<file path="config.mk">
export PLATFORM = sky130hd
export DESIGN_NAME = usart_echo_fifo
export DESIGN_NICKNAME = d
export VERILOG_FILES = /design/src/rtl/usart_echo_fifo.sv
export SDC_FILE = /design/constraint.sdc
export NUM_CORES = 1
export LEC_CHECK = 0
export ABC_AREA = 1
export BUFFER_PORTS_ARGS = -buffer_cell sky130_fd_sc_hd__buf_2
export CORE_ASPECT_RATIO = 2
export CORE_MARGIN = 3
export CORE_UTILIZATION = 51
export CTS_CLUSTER_SIZE = 16
export DETAILED_ROUTE_END_ITERATION = 7
export GPL_TIMING_DRIVEN = 0
export PLACE_DENSITY = 0.7
export SLEW_MARGIN = 20
export SYNTH_ARGS = -nofsm -noshare
export SYNTH_HDL_FRONTEND = slang
export SYNTH_SLANG_ARGS = --single-unit
</file>
<file path="constraint.sdc">
create_clock -name comm_clock -period 2.5 [get_ports comm_clock]
set_clock_uncertainty 0.2 [all_clocks]
set_input_delay 0.25 -clock comm_clock [delete_from_list [all_inputs] [get_ports comm_clock]]
set_output_delay 0.25 -clock comm_clock [all_outputs]
set_load 0.01 [all_outputs]
</file>
<file path="src/rtl/usart_echo_fifo.sv">
// usart_echo_fifo: single-clock UART receiver -> FIFO -> UART transmitter loopback with cts flow control.
// Optional CR -> CR LF expansion on the echo path when USART_ECHO_CRLF_EN is defined.
module usart_echo_fifo #(
    parameter int DATA_BITS  = 8,
    parameter int FIFO_DEPTH = 16,
    parameter int CPB_WIDTH  = 12
) (
    input  logic                        comm_clock,
    input  logic                        reset,
    input  logic [CPB_WIDTH-1:0]        clocks_per_bit,
    input  logic                        rx_pin,
    input  logic                        cts,
    output logic                        tx_pin,
    output logic [$clog2(FIFO_DEPTH):0] fifo_count,
    output logic                        overflow,
    output logic                        rx_error
);
    localparam int AW = $clog2(FIFO_DEPTH);
    localparam int BW = $clog2(DATA_BITS);
    localparam logic [AW:0] DEPTH_C = (AW+1)'(FIFO_DEPTH);
    localparam logic [CPB_WIDTH-1:0] CNT_ONE = CPB_WIDTH'(1);
`ifdef USART_ECHO_CRLF_EN
    localparam logic [DATA_BITS-1:0] CR_WORD = DATA_BITS'(8'h0D);
    localparam logic [DATA_BITS-1:0] LF_WORD = DATA_BITS'(8'h0A);
`endif

    typedef enum logic [2:0] {
        RX_IDLE,
        RX_START,
        RX_DATA,
        RX_STOP,
        RX_WAIT_HIGH
`ifdef USART_ECHO_CRLF_EN
        , RX_EXPAND
`endif
    } rx_state_t;

    typedef enum logic [1:0] {
        TX_IDLE,
        TX_START,
        TX_DATA,
        TX_STOP
    } tx_state_t;

    // Receive path
    logic                 rx_s1;
    logic                 rx_s2;
    logic                 rx_prev;
    logic                 rx_fall;
    rx_state_t            rx_state;
    logic [CPB_WIDTH-1:0] rx_cpb;
    logic [CPB_WIDTH-1:0] rx_cnt;
    logic [BW-1:0]        rx_bit;
    logic [DATA_BITS-1:0] rx_shift;
    logic                 push_valid;
    logic [DATA_BITS-1:0] push_data;

    // FIFO
    logic [DATA_BITS-1:0] mem [FIFO_DEPTH];
    logic [AW-1:0]        wr_ptr;
    logic [AW-1:0]        rd_ptr;
    logic                 full;
    logic                 pop;
    logic                 do_push;
    logic [DATA_BITS-1:0] pop_data;

    // Transmit path
    tx_state_t            tx_state;
    logic [CPB_WIDTH-1:0] tx_cpb;
    logic [CPB_WIDTH-1:0] tx_cnt;
    logic [BW-1:0]        tx_bit;
    logic [DATA_BITS-1:0] tx_shift;
    logic                 tx_last;
    logic                 tx_ready;

    assign rx_fall = rx_prev & ~rx_s2;

    always_ff @(posedge comm_clock) begin
        if (reset) begin
            rx_s1      <= 1'b1;
            rx_s2      <= 1'b1;
            rx_prev    <= 1'b1;
            rx_state   <= RX_IDLE;
            rx_cpb     <= '0;
            rx_cnt     <= '0;
            rx_bit     <= '0;
            rx_shift   <= '0;
            push_valid <= 1'b0;
            push_data  <= '0;
            rx_error   <= 1'b0;
        end else begin
            rx_s1      <= rx_pin;
            rx_s2      <= rx_s1;
            rx_prev    <= rx_s2;
            push_valid <= 1'b0;
            rx_error   <= 1'b0;
            case (rx_state)
                RX_IDLE: begin
                    if (rx_fall) begin
                        rx_state <= RX_START;
                        rx_cpb   <= clocks_per_bit;
                        rx_cnt   <= CNT_ONE;
                    end
                end
                RX_START: begin
                    // Half a bit in: a line back high means the falling edge was a glitch.
                    if (rx_cnt == (rx_cpb >> 1)) begin
                        rx_cnt   <= CNT_ONE;
                        rx_bit   <= '0;
                        rx_state <= rx_s2 ? RX_IDLE : RX_DATA;
                    end else begin
                        rx_cnt <= rx_cnt + 1'b1;
                    end
                end
                RX_DATA: begin
                    if (rx_cnt == rx_cpb) begin
                        rx_cnt   <= CNT_ONE;
                        rx_shift <= {rx_s2, rx_shift[DATA_BITS-1:1]};
                        if (rx_bit == BW'(DATA_BITS-1)) begin
                            rx_state <= RX_STOP;
                        end else begin
                            rx_bit <= rx_bit + 1'b1;
                        end
                    end else begin
                        rx_cnt <= rx_cnt + 1'b1;
                    end
                end
                RX_STOP: begin
                    if (rx_cnt == rx_cpb) begin
                        if (rx_s2) begin
                            push_valid <= 1'b1;
                            push_data  <= rx_shift;
`ifdef USART_ECHO_CRLF_EN
                            rx_state   <= (rx_shift == CR_WORD) ? RX_EXPAND : RX_IDLE;
`else
                            rx_state   <= RX_IDLE;
`endif
                        end else begin
                            rx_error <= 1'b1;
                            rx_state <= RX_WAIT_HIGH;
                        end
                    end else begin
                        rx_cnt <= rx_cnt + 1'b1;
                    end
                end
                RX_WAIT_HIGH: begin
                    if (rx_s2) begin
                        rx_state <= RX_IDLE;
                    end
                end
`ifdef USART_ECHO_CRLF_EN
                RX_EXPAND: begin
                    // The CR was pushed this cycle; queue the LF and still honour a new start edge.
                    push_valid <= 1'b1;
                    push_data  <= LF_WORD;
                    if (rx_fall) begin
                        rx_state <= RX_START;
                        rx_cpb   <= clocks_per_bit;
                        rx_cnt   <= CNT_ONE;
                    end else begin
                        rx_state <= RX_IDLE;
                    end
                end
`endif
                default: rx_state <= RX_IDLE;
            endcase
        end
    end

    // push_valid carries no ready: a push into a full FIFO without a same-cycle pop is dropped
    // and flagged; pop is a one-cycle strobe taken whenever the transmitter can accept a word.
    assign full     = (fifo_count == DEPTH_C);
    assign tx_last  = (tx_cnt == tx_cpb);
    assign tx_ready = (tx_state == TX_IDLE) || ((tx_state == TX_STOP) && tx_last);
    assign pop      = tx_ready && cts && (fifo_count != '0);
    assign do_push  = push_valid && (!full || pop);
    assign pop_data = mem[rd_ptr];

    always_ff @(posedge comm_clock) begin
        if (do_push) begin
            mem[wr_ptr] <= push_data;
        end
    end

    always_ff @(posedge comm_clock) begin
        if (reset) begin
            wr_ptr     <= '0;
            rd_ptr     <= '0;
            fifo_count <= '0;
            overflow   <= 1'b0;
        end else begin
            if (do_push) begin
                wr_ptr <= wr_ptr + 1'b1;
            end
            if (pop) begin
                rd_ptr <= rd_ptr + 1'b1;
            end
            if (push_valid && full && !pop) begin
                overflow <= 1'b1;
            end
            case ({do_push, pop})
                2'b10:   fifo_count <= fifo_count + 1'b1;
                2'b01:   fifo_count <= fifo_count - 1'b1;
                default: fifo_count <= fifo_count;
            endcase
        end
    end

    // A pop in the last stop-bit cycle starts the next frame with no idle gap.
    always_ff @(posedge comm_clock) begin
        if (reset) begin
            tx_state <= TX_IDLE;
            tx_pin   <= 1'b1;
            tx_cpb   <= '0;
            tx_cnt   <= '0;
            tx_bit   <= '0;
            tx_shift <= '0;
        end else if (pop) begin
            tx_state <= TX_START;
            tx_pin   <= 1'b0;
            tx_shift <= pop_data;
            tx_cpb   <= clocks_per_bit;
            tx_cnt   <= CNT_ONE;
        end else begin
            case (tx_state)
                TX_IDLE: begin
                    tx_pin <= 1'b1;
                end
                TX_START: begin
                    if (tx_last) begin
                        tx_pin   <= tx_shift[0];
                        tx_shift <= tx_shift >> 1;
                        tx_bit   <= '0;
                        tx_cnt   <= CNT_ONE;
                        tx_state <= TX_DATA;
                    end else begin
                        tx_cnt <= tx_cnt + 1'b1;
                    end
                end
                TX_DATA: begin
                    if (tx_last) begin
                        tx_cnt <= CNT_ONE;
                        if (tx_bit == BW'(DATA_BITS-1)) begin
                            tx_pin   <= 1'b1;
                            tx_state <= TX_STOP;
                        end else begin
                            tx_pin   <= tx_shift[0];
                            tx_shift <= tx_shift >> 1;
                            tx_bit   <= tx_bit + 1'b1;
                        end
                    end else begin
                        tx_cnt <= tx_cnt + 1'b1;
                    end
                end
                TX_STOP: begin
                    if (tx_last) begin
                        tx_state <= TX_IDLE;
                    end else begin
                        tx_cnt <= tx_cnt + 1'b1;
                    end
                end
                default: begin
                    tx_state <= TX_IDLE;
                    tx_pin   <= 1'b1;
                end
            endcase
        end
    end

endmodule
</file>
## Word-level counts from Yosys, hierarchy flattened

Memories as Yosys holds them, arrays and structs flattened. A register that Yosys moved wholly into a read port is not among the register bits.
Cells that the tools add are included.

| storage, ports and cells | value |
|---|---|
| bits of input ports | 16 |
| output and inout bits | 8 |
| memories kept | 1 |
| register bits | 103 |
| logic and storage cells | 160 |
| bits in writable memories | 128 |

| cells by class | value |
|---|---|
| reductions and logical operators | 39 |
| bitwise logic cells | 5 |
| multiplexer cells | 49 |
| add/sub/neg operators | 8 |
| equality and inequality tests | 35 |

Memory list:

| memory | words | bits a word | read ports | clocked after Yosys merged registers in | write ports | RTL line | source |
|---|---|---|---|---|---|---|---|
| mem | 16 | 8 | 1 | 1 | 1 | 59 | `logic [DATA_BITS-1:0] mem [FIFO_DEPTH];` |

Operator list:

| operator | number |
|---|---|
| $mux W12 | 6 |
| $pmux W12 S4 | 1 |
| $mux W3 | 13 |
| $mux W8 | 4 |
| $ne A2 B2 Y1 const B | 14 |
| $add A12 B1 Y12 const B | 2 |
| $eq A12 B12 Y1 | 2 |
| $pmux W12 S2 | 1 |
| $ne A3 B3 Y1 const B | 6 |
| $pmux W8 S2 | 1 |
| $pmux W3 S5 | 1 |
| $reduce_and A5 Y1 | 3 |
| $eq A12 B11 Y1 | 1 |
| $pmux W3 S2 | 2 |
| $reduce_bool A4 Y1 | 3 |
| $mux W1 | 10 |
| $mux W2 | 5 |
| $pmux W5 S2 | 1 |
| $eq A3 B3 Y1 const B | 3 |
| $reduce_and A3 Y1 | 3 |
| $reduce_bool A3 Y1 | 3 |
| $add A4 B1 Y4 const B | 2 |
| $mux W4 | 2 |
| $reduce_and A2 Y1 | 4 |
| other kinds (23) | 43 |

## Depth between registers and ports, before layout

Gate-level depths: netlist of run 1.

| depth | value |
|---|---|
| depth after elaboration | 9 |
| gate-level depth with buffers | 21 |

## Worst setup path after synthesis of run 1

No wires, ideal clock.

| path | value |
|---|---|
| kind | reg-to-reg |
| start point | register tx_cnt[9] |
| end point | memory mem[12][0] (enable) |
| slack | 0.113 ns |
| arrival | 1.817 ns |
| stages on the path, launching flop included | 15 |
| data required time | 1.930 ns |
| period minus slack after synthesis | 2.387 ns |
| path through | dfxtp_1 inv_1 nand2_1 nand2_1 nor2_1 nand2_1 nor2_2 nand3_2 nand2_4 nand2_4 nand3_2 nand2_2 inv_2 nand2_1 nor2_1 |

| on the way | value |
|---|---|
| word-level cells in the longest chain between the ends | 9 |

Ends and longest elaborated chain:

| item | RTL line | source |
|---|---|---|
| start: declaration | 70 | `logic [CPB_WIDTH-1:0] tx_cnt;` |
| start signal: assignment | 237 | `tx_cnt <= tx_cnt + 1'b1;` |
| start signal: assignment | 252 | `tx_cnt <= tx_cnt + 1'b1;` |
| start signal: assignment | 259 | `tx_cnt <= tx_cnt + 1'b1;` |
| $eq A12 B12 Y1 | 173 | `assign tx_last = (tx_cnt == tx_cpb);` |
| $logic_and A1 B1 Y1 | 174 | `assign tx_ready = (tx_state == TX_IDLE) \|\| ((tx_state == TX_STOP) && tx_last);` |
| $logic_or A1 B1 Y1 | 174 |  |
| $logic_and A1 B1 Y1 (2 in a row) | 175 | `assign pop = tx_ready && cts && (fifo_count != '0);` |
| $logic_or A1 B1 Y1 | 176 | `assign do_push = push_valid && (!full \|\| pop);` |
| $logic_and A1 B1 Y1 | 176 |  |
| $mux W1 | 180 | `if (do_push) begin` |
| $mux W1 (not written as such) | 181 | `mem[wr_ptr] <= push_data;` |
| end: declaration | 59 |  |

Every way passes these cells.

## Worst setup path after layout of run 1

| path | value |
|---|---|
| start point | register tx_cnt[5] |
| end point | register fifo_count[4] |

| on the way | value |
|---|---|
| word-level cells in the longest chain between the ends | 9 |

Ends and longest elaborated chain:

| item | RTL line | source |
|---|---|---|
| $eq A12 B12 Y1 (*) | 173 |  |
| $logic_and A1 B1 Y1 (*) | 174 |  |
| $logic_or A1 B1 Y1 (*) | 174 |  |
| $logic_and A1 B1 Y1 (*) (2 in a row) | 175 |  |
| $logic_or A1 B1 Y1 | 176 |  |
| $logic_and A1 B1 Y1 | 176 |  |
| $eq A2 B1 Y1 / $eq A2 B2 Y1 (equally long branches) | 201 | `case ({do_push, pop})` |
| $pmux W5 S2 / $reduce_bool A2 Y1 (equally long branches) | -- |  |
| end signal: assignment | 202 | `2'b10: fifo_count <= fifo_count + 1'b1;` |
| end signal: assignment | 203 | `2'b01: fifo_count <= fifo_count - 1'b1;` |
| end signal: assignment | 204 | `default: fifo_count <= fifo_count;` |
| end: declaration | 14 | `output logic [$clog2(FIFO_DEPTH):0] fifo_count,` |

Every way passes the cells marked *; elsewhere a longest branch is shown, timed or not.
A chain may end at the register's enable or synchronous reset.

==> run_results.csv, run 1 <==
group,metric,value,unit
power_and_ir_drop,pwr_density_cell,1022,nW/um^2
grt,grt_overflow,0,
drt,totalWireLength,28.21,mm
outcome,failed_checks,"setup timing",
finish,layout-drive-gt1-share,18.55,%
timing,tightest_slew,844.8,ps
floorplanning,chipWidth,106.4,microns
power_and_ir_drop,max-vdd-ir-drop,0.0008217,V
drt,dr.pass1.iters,5,
timing,clock.fmax,0.3944,GHz
timing,slew_headroom,43.61,%
yosys,ys_seq_area_share,58.26,%
finish,antenna_cells,0,
setup_path,worstSetupPathType,"reg2reg",
finish,synthToLayoutAreaGrowth,21.95,%
floorplanning,core-area,19550,sq um
yosys,ys_top_cells_by_count,"166 x nor2_1, 135 x o21ai_0, 133 x nand2_1",
hold_path,hp-class,"reg2reg",
yosys,yosysMostFrequentCell,"nor2_1",
finish,fillers,1581,
floorplanning,pin_count,24,
floorplanning,initial_core_util,52.55,%
clocking,clk_pin_slew,70,ps
drt,via_count,8260,
placed_design,place_area,10710,sq um
yosys,syn_nets,1124,
clocking,cts_sinks,235,
setup_path,crit_path_start_kind,"flop",
timing,tns,-35.47,ps
yosys,synth_cells,1089,
finish,layout.cells.non_filler,1461,
clocking,root_buffer,"clkbuf_16",
yosys,synth_ff_type,"edfxtp_1",
floorplanning,placementRows,72,
clocking,cts_tree,"done",
finish,fin_area,12530,sq um
yosys,ys_async_sr_fraction,0,%
grt,grt.total_usage,25.52,%
floorplanning,die_area,21990,sq um
grt,grt_max_degree,18,
setup_path,cp.arrival,2720,ps
drt,ant_nets,0,
placed_design,io_buffers,23,
placed_design,gp_congestion,0.9840,
grt,grt_pass1_wl,43.26,mm
grt,grt_pass1_vias,8310,
yosys,yosysWarnings,0,
timing,layout_setup_ws,-35.47,ps
clocking,numCtsBuffers,21,
placed_design,hpwl,19.34,mm
yosys,post-synth-top-area-cell,"edfxtp_1",
outcome,status,"finished with violations",
setup_path,critPathTopFamily,"simple AND/OR/NAND/NOR gates",
setup_path,worst_path_max_delay_cell,"dfxtp_4",
grt,grt_antenna_before_repair,0,
yosys,synth_top_cell_area_share,37.41,%
yosys,syn_avg_cell_area,9.434,sq um
power_and_ir_drop,leakage,4.567,nW
yosys,syn_area,10270,sq um
yosys,synth-seq-cells,235,
yosys,synth.top_cells.by_area,"edfxtp_1 37%, dfxtp_1 21%, o21ai_0 6.6%",
timing,setup_viol,1,
setup_path,slowest_delay,370,ps
drt,drc,0,
setup_path,path_max_fanout,4,
drt,wl_per_cell,19.31,microns
placed_design,place_inst,1371,
clocking,clk_latency,500,ps
yosys,synth-edff-count,128,
finish,fin_nets,1223,
timing,final-max-slew-violation-count,0,
drt,drt_iter0_markers,566,
floorplanning,fp.dieH,206.7,microns
setup_path,crit_buf_inv,4,
setup_path,cp_cell_sequence,"inv_2, nand2_1, nand2_1, nor2_2, nand2_2, nor2_4, nand3_2, nand2_4, buf_6, nand4_4, nand2_2, inv_2, ha_4, inv_2, nand2_2, nand3_2, nand2_1, nand3_2, nand3_2, nand2_2, nor2_1",
timing,period_share,101.4,%
drt,via_per_inst,5.654,
setup_path,worstSetupEndpointType,"flop",
clocking,htreeDepth,1,
timing,layout_min_cycle_time,2535,ps
setup_path,cp.required,2680,ps
yosys,synth_cell_types,52,
timing,grt_setup_unrepaired,"yes",
run,cap_violations,0,
clocking,cts_max_path_buffers,3,
timing,finalHoldViolCount,0,
-- layout make-up --
type,instances,area (sq um),area share [%]
buffer,40,192.7,1.538
multi-input combinational,707,4078,32.55
sequential,235,6008,47.96
tap,259,324.1,2.587
inverter,107,416.7,3.326
clock buffer,28,646.9,5.163
timing repair buffer,76,762.0,6.082
clock inverter,9,100.1,0.7990
-- per-stage QoR --
stage               util [%]  power [mW]  hold WS [ps]  setup WS [ps]
CTS                    62.46       12.31         209.4         -33.74
detailed placement     54.80       8.624         193.4         -629.5
global placement       54.80       8.551         192.8         -632.6
finish                 64.09       12.80         208.9         -35.47
global route           64.09       13.45         215.7         -209.5
floorplan                  -       7.374         128.5          113.2
-- report_power, final --
part           switching [mW]  leakage (nW)  internal (mW)
Clock                    1.41         0.357           2.03
Sequential              0.333          2.06           4.39
Combinational            3.02          2.15           1.61
Total                    4.77          4.57           8.03
-- layer usage --
metal	routed length (microns)	part of all wire [%]	global-route usage (%)	vias to the layer above
met1	9425	33	24.64	3988
met3	1073	3.8	2.614	82
met2	15790	56	49.55	240
met5	0	0	0	-
li1	-	-	-	3950
met4	1921	6.8	17.69	0
-- cell families after synthesis --
family / Yosys count / synth area share, %
AOI/OAI and AO/OA: 265 / 14.40
and+or+nand+nor: 402 / 17.65
xor gates and xnor gates: 21 / 1.790
buffers and inverters: 147 / 5.590
DFF: 235 / 58.26
adders and majority gates: 19 / 2.314
-- cell usage in the layout (no fill, tap or decap), types with 17 or more instances in the layout --
cell and count:
dfxtp_1 95, nand2_1 124, o21ai_0 134, inv_1 92, buf_4 21, o22ai_1 25
buf_2 29, nor2_1 148, edfxtp_1 128, ha_1 17, nor2_4 20, clkbuf_16 25
a21oi_1 61, nand3_1 26
-- repair_timing --
item / 4_1_cts / 5_1_grt
pin swaps: 20 / 32
hold endpoints to repair: 28 / 0
hold buffers: 15 / 0
resized for setup: 71 / 55
buffers inserted: 22 / 16
endpoints found under the setup margin: 147 / 145
cloned: 0 / 0
-- path summary, 6_finish.rpt --
kind             start       endpoint  slack (ps)  depth (start not counted)
max          tx_cnt[5]  fifo_count[4]         -40                         21
min              rx_s1          rx_s2         210                          1
max reg2reg  tx_cnt[5]  fifo_count[4]         -40                         21
min reg2reg      rx_s1          rx_s2         210                          1
-- worst register-to-register path, stage by stage, from the launching register on --
cell	delay (ps)
dfxtp_4	370
inv_2	60
nand2_1	50
nand2_1	70
nor2_2	110
nand2_2	80
nor2_4	130
nand3_2	100
nand2_4	150
buf_6	120
nand4_4	100
nand2_2	120
inv_2	50
ha_4	150
inv_2	50
nand2_2	60
nand3_2	70
nand2_1	80
nand3_2	90
nand3_2	100
nand2_2	80
nor2_1	50
-- flip-flops by register name, indices dropped and copies added (netlist names), 2 cells and up, named ones only --
register,cells
fifo_count,5
mem,128
push_data,8
rd_ptr,4
rx_bit,3
rx_cnt,12
rx_cpb,12
rx_shift,8
rx_state,3
tx_bit,3
tx_cnt,12
tx_cpb,12
tx_shift,8
tx_state,2
wr_ptr,4
No activity file was read; power rests on OpenSTA's default activity.
==> inputs of run 2 (changes only) <==
CORE_MARGIN = not set   (was 3)
==> run 2 against run 1 <==
Net effect: the run still ends with setup timing left; via count increased by 0.51%; sequential share of layout area is 0.50 points higher; die area decreased by 5.6%; combinational power down 3%; worst hold slack worse by 2.5 ps; maximum frequency rose by 1.0%; routed wire length is 1.6% higher; sequential power is essentially flat; power grew 0.54%; clock power rose by 6%; count of clock-buffer cells in the layout did not move; largest cell class unchanged.
==> run_results.csv, run 2 (synthesis gave the netlist of run 1 again) <==
group,metric,value,unit
floorplanning,fp.dieH,202.7,microns
placed_design,gp_congestion,0.9339,
setup_path,cp.required,2500,ps
finish,fin_area,12400,sq um
setup_path,worstSetupEndpointType,"flop",
grt,grt_pass1_wl,43.13,mm
timing,final-max-slew-violation-count,0,
drt,dr.pass1.iters,5,
clocking,cts_tree,"done",
hold_path,hold-path-cell-count,1,
floorplanning,die_area,20750,sq um
power_and_ir_drop,power,12.87,mW
setup_path,crit_cells,15,
finish,seqCellArea,6010,sq um
setup_path,cp_cell_sequence,"inv_2, nand2_1, nand2_1, nor2_1, nand2_1, nor2_4, nand3_2, nand2_4, buf_12, nand2_8, nand3_4, nand2_8, clkinv_8, nand2_8, nor2_4",
clocking,cts_max_path_buffers,3,
drt,wl_per_cell,19.65,microns
placed_design,place_inst,1374,
finish,top_register,"mem",
finish,fillers,1635,
timing,timing.hold.ws,206.4,ps
clocking,clk_latency,520,ps
hold_path,hp-class,"reg2reg",
floorplanning,pin_count,24,
clocking,htreeDepth,1,
finish,layout.cells.non_filler,1458,
power_and_ir_drop,pwr-share-seq,36.7,%
grt,grt_max_degree,18,
finish,final_cell_mix,"148 x nor2_1, 131 x o21ai_0, 128 x edfxtp_1",
timing,layout_setup_ws,-9.764,ps
power_and_ir_drop,swShare,37.24,%
placed_design,io_buffers,23,
outcome,status,"finished with violations",
setup_path,r2r_cells,15,
power_and_ir_drop,pwr_density_cell,1038,nW/um^2
run,cap_violations,0,
clocking,root_buffer,"clkbuf_16",
finish,synthToLayoutAreaGrowth,20.72,%
finish,multi_input_area,4024,sq um
floorplanning,core-area,19820,sq um
finish,largest_reg_flops,128,
power_and_ir_drop,power.switching,4.792,mW
setup_path,worst_path_max_delay_cell,"dfxtp_4",
finish,fin_nets,1216,
grt,grt_overflow,0,
timing,setup_viol,9,
outcome,failed_checks,"setup timing",
power_and_ir_drop,leakage,4.519,nW
drt,totalWireLength,28.65,mm
timing,layout_min_cycle_time,2510,ps
setup_path,worstSetupPathType,"reg2reg",
placed_design,hpwl,19.74,mm
setup_path,critPathTopFamily,"simple AND/OR/NAND/NOR gates",
grt,grt_antenna_before_repair,0,
grt,grt.total_usage,28.19,%
drt,via_per_inst,5.694,
drt,drc,0,
drt,drt_iter0_markers,556,
drt,via_count,8302,
timing,clock.fmax,0.3984,GHz
finish,antenna_cells,0,
floorplanning,placementRows,73,
power_and_ir_drop,p_clk_share,28.2,%
setup_path,path_max_fanout,8,
floorplanning,initial_core_util,51.83,%
timing,period_share,100.4,%
timing,tightest_slew,865.3,ps
grt,grt_pass1_vias,8159,
clocking,clk_pin_slew,70,ps
floorplanning,chipWidth,102.4,microns
setup_path,crit_path_start_kind,"flop",
clocking,cts_sinks,235,
power_and_ir_drop,p_comb_share,35.0,%
setup_path,crit_buf_inv,3,
finish,layout-drive-gt1-share,17.89,%
placed_design,place_area,10720,sq um
power_and_ir_drop,max-vdd-ir-drop,0.0007368,V
clocking,numCtsBuffers,21,
timing,finalHoldViolCount,0,
timing,grt_setup_unrepaired,"yes",
drt,ant_nets,0,
finish,final_common_cell,"nor2_1",
setup_path,cp.arrival,2510,ps
setup_path,slowest_delay,370,ps
power_and_ir_drop,intPower,8.075,mW
timing,slew_headroom,42.23,%
timing,tns,-27.89,ps
## run 2: final timing paths
kind	from	to	slack [ps]
worst max-delay path	tx_cnt[8]	mem[7][2]	-10
worst max register to register	tx_cnt[8]	mem[7][2]	-10
worst min register to register	rx_s1	rx_s2	210
worst min-delay path	rx_s1	rx_s2	210
## run 2: per-stage QoR
| step | util [%] | setup WS (ps) |
|---|---|---|
| final | 62.57 | -9.764 |
| after global routing | 62.57 | -190.0 |
| after CTS | 61.24 | -2.663 |
| after detailed placement | 54.07 | -660.0 |
| after global placement | 54.07 | -620.9 |
| after floorplan | - | 113.2 |
## run 2: final cells by class
type / count / share of cell area (%)
Inverter: 107 / 3.380
Clock buffer: 28 / 4.944
Clock inverter: 10 / 1.322
Multi-Input combinational cell: 707 / 32.45
Tap cell: 262 / 2.643
Sequential cell: 235 / 48.46
Buffer: 40 / 1.544
Timing Repair Buffer: 69 / 5.266
## run 2: what timing repair did
item | 4_1_cts | 5_1_grt
cloned | 0 | 1
hold endpoints to repair | 30 | 0
endpoints found under the setup margin | 146 | 140
setup buffers | 14 | 16
resized for setup | 76 | 42
pin swaps | 17 | 30
hold buffers | 15 | 0
## run 2: power groups by stage
stage / logic [mW] / registers (mW) / clock network (mW)
2_1_floorplan: 2.68 / 4.69 / 0
3_3_place_gp: 3.81 / 4.76 / 0
3_5_place_dp: 3.88 / 4.77 / 0
4_1_cts: 4.13 / 4.71 / 3.67
5_1_grt: 4.93 / 4.77 / 3.80
6_report: 4.51 / 4.73 / 3.63
## run 2: routing by layer
layer	GRT usage, %	vias up	wire length (microns)
met5	0	-	0
met4	21.79	0	2289
met3	2.926	106	1087
met2	53.02	274	16050
met1	26.67	3973	9221
li1	-	3949	-
